`src/rtl/pe_pkg.sv`:
```
// Shared types and helpers for the convolution PE front end and datapath.
package pe_pkg;

  typedef enum logic [0:0] {
    S_LOAD    = 1'b0,
    S_PRESENT = 1'b1
  } feeder_state_e;

  // Bit offset of window element (i,j,c); i is the row from the top, j the column from the left.
  function automatic int unsigned win_offset(input int unsigned i, input int unsigned j,
                                             input int unsigned c, input int unsigned k,
                                             input int unsigned n_ch, input int unsigned dw);
    return ((i * k + j) * n_ch + c) * dw;
  endfunction

endpackage

```
`src/rtl/pe_line_buffer.sv`:
```
// One image-row delay line, read and written at the same column index.
module pe_line_buffer #(
  parameter int unsigned pDEPTH = 28,
  parameter int unsigned pWIDTH = 8
) (
  input  logic                      clk,
  input  logic                      we,
  input  logic [$clog2(pDEPTH)-1:0] addr,
  input  logic [pWIDTH-1:0]         din,
  output logic [pWIDTH-1:0]         dout
);

  // Storage is deliberately unreset; every entry is rewritten before it can reach a window.
  logic [pWIDTH-1:0] mem [pDEPTH];

  always_ff @(posedge clk) begin
    if (we) begin
      mem[addr] <= din;
    end
  end

  assign dout = mem[addr];

endmodule

```
`src/rtl/pe_conv_window_feeder.sv`:
```
// Builds KxK sliding windows from a raster pixel stream and hands each one to the MAC controller.
module pe_conv_window_feeder
  import pe_pkg::*;
#(
  parameter int unsigned pDATA_WIDTH  = 8,
  parameter int unsigned pIN_CHANNEL  = 1,
  parameter int unsigned pKERNEL_SIZE = 3,
  parameter int unsigned pIMG_WIDTH   = 28,
  parameter int unsigned pIMG_HEIGHT  = 28,
  localparam int unsigned K        = pKERNEL_SIZE,
  localparam int unsigned PixW     = pIN_CHANNEL * pDATA_WIDTH,
  localparam int unsigned WinW     = K * K * PixW,
  localparam int unsigned OutRowW  = (pIMG_HEIGHT - K + 1 > 1) ? $clog2(pIMG_HEIGHT - K + 1) : 1,
  localparam int unsigned OutColW  = (pIMG_WIDTH - K + 1 > 1) ? $clog2(pIMG_WIDTH - K + 1) : 1
) (
  input  logic               clk,
  input  logic               rst_n,
  input  logic               s_valid,
  output logic               s_ready,
  input  logic [PixW-1:0]    s_data,
  output logic               pe_en,
  input  logic               pe_ready,
  output logic [WinW-1:0]    window,
  output logic [OutRowW-1:0] out_row,
  output logic [OutColW-1:0] out_col,
  output logic               frame_done
);

  localparam int unsigned RowW = $clog2(pIMG_HEIGHT);
  localparam int unsigned ColW = $clog2(pIMG_WIDTH);

  localparam logic [RowW-1:0]    RowLast    = RowW'(pIMG_HEIGHT - 1);
  localparam logic [ColW-1:0]    ColLast    = ColW'(pIMG_WIDTH - 1);
  localparam logic [RowW-1:0]    RowFirstWin = RowW'(K - 1);
  localparam logic [ColW-1:0]    ColFirstWin = ColW'(K - 1);
  localparam logic [OutRowW-1:0] OutRowLast = OutRowW'(pIMG_HEIGHT - K);
  localparam logic [OutColW-1:0] OutColLast = OutColW'(pIMG_WIDTH - K);

  feeder_state_e state_q, state_d;
  logic [RowW-1:0]    row_q, row_d;
  logic [ColW-1:0]    col_q, col_d;
  logic [WinW-1:0]    window_q, window_d;
  logic [OutRowW-1:0] out_row_q, out_row_d;
  logic [OutColW-1:0] out_col_q, out_col_d;
  logic               frame_done_q, frame_done_d;

  logic pix_xfer, win_xfer, win_complete, last_window;

  logic [PixW-1:0] lb_dout [K-1];
  logic [PixW-1:0] col_in  [K];

  assign s_ready    = (state_q == S_LOAD);
  assign pe_en      = (state_q == S_PRESENT);
  assign window     = window_q;
  assign out_row    = out_row_q;
  assign out_col    = out_col_q;
  assign frame_done = frame_done_q;

  assign pix_xfer     = s_valid && s_ready;
  assign win_xfer     = pe_en && pe_ready;
  assign win_complete = (row_q >= RowFirstWin) && (col_q >= ColFirstWin);
  assign last_window  = (out_row_q == OutRowLast) && (out_col_q == OutColLast);

  // lb[0] holds the previous row, lb[K-2] the oldest; each stage feeds the next.
  for (genvar r = 0; r < K - 1; r++) begin : g_lb
    logic [PixW-1:0] lb_din;
    if (r == 0) begin : g_head
      assign lb_din = s_data;
    end else begin : g_chain
      assign lb_din = lb_dout[r-1];
    end
    pe_line_buffer #(
      .pDEPTH(pIMG_WIDTH),
      .pWIDTH(PixW)
    ) u_lb (
      .clk (clk),
      .we  (pix_xfer),
      .addr(col_q),
      .din (lb_din),
      .dout(lb_dout[r])
    );
  end

  // Incoming window column, top row first: oldest line buffer down to the live pixel.
  for (genvar i = 0; i < K; i++) begin : g_col_in
    if (i == K - 1) begin : g_live
      assign col_in[i] = s_data;
    end else begin : g_buf
      assign col_in[i] = lb_dout[K-2-i];
    end
  end

  always_comb begin
    window_d = window_q;
    if (pix_xfer) begin
      for (int unsigned i = 0; i < K; i++) begin
        for (int unsigned j = 0; j < K - 1; j++) begin
          window_d[win_offset(i, j, 0, K, pIN_CHANNEL, pDATA_WIDTH) +: PixW] =
            window_q[win_offset(i, j + 1, 0, K, pIN_CHANNEL, pDATA_WIDTH) +: PixW];
        end
        window_d[win_offset(i, K - 1, 0, K, pIN_CHANNEL, pDATA_WIDTH) +: PixW] = col_in[i];
      end
    end
  end

  always_comb begin
    state_d      = state_q;
    row_d        = row_q;
    col_d        = col_q;
    out_row_d    = out_row_q;
    out_col_d    = out_col_q;
    frame_done_d = 1'b0;

    if (pix_xfer) begin
      if (col_q == ColLast) begin
        col_d = '0;
        row_d = (row_q == RowLast) ? '0 : row_q + 1'b1;
      end else begin
        col_d = col_q + 1'b1;
      end
    end

    unique case (state_q)
      S_LOAD: begin
        if (pix_xfer && win_complete) begin
          state_d   = S_PRESENT;
          out_row_d = OutRowW'(row_q - RowFirstWin);
          out_col_d = OutColW'(col_q - ColFirstWin);
        end
      end
      S_PRESENT: begin
        if (win_xfer) begin
          state_d      = S_LOAD;
          frame_done_d = last_window;
        end
      end
      default: state_d = S_LOAD;
    endcase
  end

  always_ff @(posedge clk or negedge rst_n) begin
    if (!rst_n) begin
      state_q      <= S_LOAD;
      row_q        <= '0;
      col_q        <= '0;
      window_q     <= '0;
      out_row_q    <= '0;
      out_col_q    <= '0;
      frame_done_q <= 1'b0;
    end else begin
      state_q      <= state_d;
      row_q        <= row_d;
      col_q        <= col_d;
      window_q     <= window_d;
      out_row_q    <= out_row_d;
      out_col_q    <= out_col_d;
      frame_done_q <= frame_done_d;
    end
  end

endmodule

```
`config.mk`:
```
export PLATFORM = sky130hd
export DESIGN_NAME = pe_conv_window_feeder
export DESIGN_NICKNAME = d
export VERILOG_FILES = /design/src/rtl/pe_pkg.sv /design/src/rtl/pe_line_buffer.sv /design/src/rtl/pe_conv_window_feeder.sv
export SDC_FILE = /design/constraint.sdc
export NUM_CORES = 1
export LEC_CHECK = 0
export CAP_MARGIN = 20
export CORE_MARGIN = 5
export CORE_UTILIZATION = 25
export CTS_CLUSTER_DIAMETER = 30
export DETAILED_ROUTE_END_ITERATION = 10
export PLACE_DENSITY_LB_ADDON = 0.05
export SETUP_SLACK_MARGIN = 0.5
export SYNTH_ARGS = -nofsm -noshare
export SYNTH_HDL_FRONTEND = slang
export SYNTH_SLANG_ARGS = --single-unit
```
`constraint.sdc`:
```
create_clock -name clk -period 2.92 [get_ports clk]
set_input_delay 0.73 -clock clk [delete_from_list [all_inputs] [get_ports clk]]
set_output_delay 0.73 -clock clk [all_outputs]
set_load 0.005 [all_outputs]
```
# [Word level (Yosys, flattened, before mapping)]
# Memories as Yosys holds them, arrays and structs flattened. A register that Yosys moved wholly into a read port is not among the register bits.
# Index checks and enable logic that the tools add are counted.
[classes] add_sub_neg=4 mul=0 n_div=0 n_lt_le_gt_ge=2 eq_ne=4 shift=0 mux=9 n_bitwise=1 n_reduce_logical=8
[op_table] cell="== test 5 bit (second input constant)" n=4
[op_table] cell="adder 5 x 1 -> 5 bit (second input constant)" n=2
[op_table] cell="greater-or-equal comparator 5 x 2 -> 1 bit (second input constant)" n=2
[op_table] cell="two-way mux 5 bit" n=2
[op_table] cell="subtractor 5 x 2 -> 5 bit (second input constant)" n=2
[op_table] cell="two-way mux 1 bit" n=6
[op_table] cell="logical AND 1 bit" n=5
[op_table] cell="AND reduction 2 bit" n=2
[op_table] cell="case mux 1 bit (2 select lines)" n=1
[op_table] cell="zero test 1 bit" n=1
[op_table] cell="inverter 1 bit" n=1
[word_totals] reg_bits=94 latch_bits=0 mem_bits_rw=448 mem_bits_ro=0 inputBits=12 output_inout_bits=85 n_memories=2
[memory_table] name="g_lb[0].u_lb.mem" depth=28 word_bits=8 rd=1 rd_ports_with_merged_regs=0 wr=1 line="pe_line_buffer.sv:14" source="logic [pWIDTH-1:0] mem [pDEPTH];"
[memory_table] name="g_lb[1].u_lb.mem" depth=28 word_bits=8 rd=1 rd_ports_with_merged_regs=1 wr=1 line="pe_line_buffer.sv:14"

# [Longest topological paths before layout]
[depth] ltp_word=5 ltp_mapped=11 depth_no_buf=7

# [Cells and area by module]
# Synthesis repeated with hierarchy kept, for this count alone.
[hier_totals] hier_cells=1328 hier_area_um2=21465.6
[modules_own_cells] mod="pe_line_buffer" n_inst=2 cells_per_inst=454 area_each_um2=8799.7
[modules_own_cells] mod="pe_conv_window_feeder" n_inst=1 cells_per_inst=420 area_each_um2=3866.2

# [Worst setup path before layout]
# OpenSTA, ideal clock, no wires.
[synth_timing] kind="input to register" start="input s_valid" end="memory g_lb[0].u_lb.mem[24][0], enable pin" setup_time_ps=409 t_arrival_ps=2622 slack_ps=-111 stages=5 path_buffers=2 cell_sequence="nor2b_1 > clkbuf_1 > clkbuf_1 > nand2_1 > nor3_1"
[synth_between] elab_chain_len=3
[synth_rtl] item="start: declaration" line="pe_conv_window_feeder.sv:18" source="input logic s_valid,"
[synth_rtl] item="logical AND 1 bit" line="pe_conv_window_feeder.sv:59" source="assign pix_xfer = s_valid && s_ready;"
[synth_rtl] item="two-way mux 1 bit" line="pe_line_buffer.sv:17" source="if (we) begin"
[synth_rtl] item="two-way mux 1 bit (not written as such)" line="pe_line_buffer.sv:18" source="mem[addr] <= din;"
[synth_rtl] item="end: declaration" line="pe_line_buffer.sv:14"
# No other way between the ends.

==> impl_results.md <==
- Type of the most critical hold path: flop to flop
- Number of library cell types mapped by synthesis: between 60 and 70
- Max Slew Vio Count: 0
- Leakage: 11.2 nW
- Congestion Overflow GR: 0
- Total CTS buffers: 143
- Crit Path Class: flop to flop
- Crit path buf inv count: 5
- Max Root-Sink Buffers: 3
- Most common cell after layout, fill and taps aside: edfxtp_1
- Run status: finished, final reports clean
- CP max-delay cell: dfrtp_4
- Hold violation total from the final report: 0
- Fraction of registers with async set or reset after synthesis: roughly 17%
- Synth Instances: around 1,300
- Most frequent cells in the layout: 448 x edfxtp_1, 207 x nand2_1, 147 x clkbuf_16
- Number of nets in the final layout: 1,631
- Largest voltage drop on the vdd net: 0.000578 V
- Unrepaired setup endpoints after global routing: true
- Remaining design rule violation count: 0
- Net count after synthesis: 1,286
- Clock tree from TritonCTS: yes
- Maximum operating frequency: 400 MHz
- DIE HEIGHT: 301 µm
- CP cell instances: buf_12 -> buf_6 -> buf_16 -> mux4_2 -> and3_4 -> a21oi_4 -> nand3_2 -> buf_12 -> buf_12 -> mux2_4
- Weighted congestion reported at the end of routability-driven placement: roughly 0.76
- Insertion delay to the later sink of the worst-skew pair: 680 ps
- Commonest register cell after synthesis: edfxtp_1
- Pre-Repair DR Iteration Count: 4
- Maxcap violations: 0
- Level count of the clock H-tree: 4
- Synthesized flop and latch total: around 540
- Die W: 301 µm
- Avg Synthesized Cell Area: 16.8 µm²
- Vias in the first global route: about 13,000
- Via Count: 12,500
- Top post-synthesis cells by area: edfxtp_1 63%, dfrtp_1 11%, mux4_2 5.4%, mux2i_1 5.4%, nand2_1 3.8%
- Global-route wire length before repair: 98,400 µm
- Setup_tns: 0 ps
- Starting DRC count in detailed routing: roughly 730
- Hold Crit Depth: 2
- Minimum clock period: 2500 ps
- Full die area: 0.0908 mm²
- Avg WL per Cell: 24.1 µm
- DR top layer: met4
- Met2 wire len: between 30,000 and 40,000 µm
- Setup crit end kind: flop
- Total standard cell area after synthesis: 0.0212 mm²
- Wire length on met1: 31,100 µm
- Vias per cell: 4.38
- Hold path endpoint: window[3]
- Required time at the endpoint of the critical path: 3480 ps
- Sequential cell area fraction in the yosys report: 74.5%
- Crit start category: flop
- Total I/O pin count: 97
- CP delay by family, top: buffers and inverters
- Sum of net half-perimeters after detailed placement: 42,600 µm
- Pin count of the biggest net entering global routing: 57
- Pwr dens: ~1300 mW/mm²
- Setup-violating endpoint count in the final report: 0
- Transition time at the pin with the least slew margin: between 700 and 800 ps
- Amount of wire on met3 after detailed routing: approximately 2600 µm
- Number of cell rows: 106
- Synth top area share: 63.4%
- Setup slack of the worst register-to-register path: about 420 ps
- Non-filler instance count after layout: 2,853
- Beginning of the worst register-to-register path: col_q[0]
- Final Skew: 26.1 ps
- Clk root buf: clkbuf_16
- Worst r2r path cells: 10
- Biggest area consumer among synthesized cells: edfxtp_1
- Ys Warns: 0
- Port bufs: 96
- Post-placement cell count: 2,556
- Hold path start: window[3]
- Peak fanout along the critical path: 6
- Relative area change from synthesis to final layout: 43.2%
- Count of clock tree sinks: 542
- Arrival @ worst endpoint: 3060 ps
- Period utilization: 85.6%
- Layout cells sized above 1: 30.5%
- Initial antenna violation count: 2
- All-Layer GR Usage: between 10% and 20%
- Initial core utilization: 25.3%
- Worst-case hold slack: roughly 470 ps
- Floorplan Core Area: 0.0840 mm²
- CP dominant cell by count: buf_12
- DRT antenna net count: 0
- Reg2reg end: window[45]
- Relative slew slack: between 40% and 50%
- Highest cell delay on the worst timing path: ~480 ps
- Clock transition time at the flip-flop clock pins of the worst setup and hold paths: 40 ps
- Total detailed-routing wirelength: just under 70,000 µm
- Number of enable flip-flop cells after synthesis: 448
## how the worst max path moves through the flow
stage                  start                      to  cells past startpoint
finish              col_q[0]              window[45]                     10
global route        col_q[0]              window[44]                     10
CTS                 col_q[0]                   pe_en                      7
detailed placement  col_q[0]              window[41]                      6
floorplan            s_valid  g_lb[0].u_lb.mem[4][0]                      5
global placement    col_q[0]              window[41]                      6
## where the power goes
| group | total [mW] | switching [mW] | internal (mW) |
|---|---|---|---|
| clock | 15.0 | 4.44 | 10.6 |
| combinational | 12.7 | 6.81 | 5.94 |
| sequential | 11.4 | 0.661 | 10.7 |
| total | 39.1 | 11.9 | 27.2 |
## worst reg2reg max path, delay by kind of cell (launching register included)
kind | cells | cell delay [ps]
buf+inv | 5 | 720
compound gates | 1 | 160
mux | 2 | 700
simple gates | 2 | 320
flops | 1 | 480
## registers in the layout, indices dropped and copies added, names as in the netlist
signal,count
g_lb.u_lb.mem,448
window,72
col_q,5
out_col,5
out_row,5
row_q,5
frame_done,1
pe_en,1
## through the flow
| stage | utilization (%) | power (mW) | setup slack [ps] | area [µm²] |
|---|---|---|---|---|
| 3_3_place_gp | 29.6 | 22.3 | -232 | 24800 |
| 4_1_cts | 36.0 | 39.6 | 359 | 30300 |
| 5_1_grt | 36.2 | 40.9 | 344 | 30400 |
| 6_report | 36.2 | 39.1 | 421 | 30400 |
| 3_5_place_dp | 29.6 | 22.3 | -259 | 24800 |
| 2_1_floorplan | - | 16.2 | 313 | 21300 |
## logic make-up after synthesis
family	after synthesis	share of synthesized area (%)
and+or+nand+nor	331	6.99
buffers and inverters	77	1.93
AOI/OAI and AO/OA	120	3.90
muxes	179	11.9
xor gates and xnor gates	5	0.206
adders and majority gates	10	0.589
DFF	542	74.5
## area by class of cell
| cell class | count | area [µm²] |
|---|---|---|
| Timing Repair Buffer | 266 | 3100 |
| Clock buffer | 168 | 3790 |
| Clock inverter | 86 | 881 |
| Antenna cell | 1 | 2.50 |
| Inverter | 9 | 33.8 |
| Sequential cell | 542 | 15800 |
| Multi-Input combinational cell | 647 | 5350 |
| Tap cell | 1134 | 1420 |
| Fill cell | 7945 | 53600 |
## repair_timing
action,in CTS,in global routing
resized for setup,65,22
setup endpoints to repair,442,212
endpoints found under the hold margin,19,0
cloned,7,3
pin swaps,6,4
setup buffers,28,3
hold buffers,1,0
## Yosys cell counts, types with 5 or more instances
cell type	count
ha_1	10
o221ai_1	5
clkbuf_1	26
mux4_2	51
mux2_4	7
nor3_1	11
a31oi_1	6
a22oi_1	23
edfxtp_1	448
inv_1	7
nand2_1	213
nor2_1	37
a22oi_2	6
buf_1	6
buf_2	22
buf_6	6
nor2b_1	8
nor4_1	6
nand3_1	20
dfrtp_1	94
mux2i_1	114
buf_4	5
a21oi_1	5
o21ai_0	25
nand3_2	6
o22ai_1	28
a211oi_1	7
and2_1	7
## metal layers
metal / vias to the layer above / GRT usage [%]
met5: - / 0
met2: 269 / 24.9
met4: 0 / 4.80
met1: 6486 / 20.2
li1: 5624 / -
met3: 109 / 3.03
Note: power is estimated with default switching activity, not from simulation.
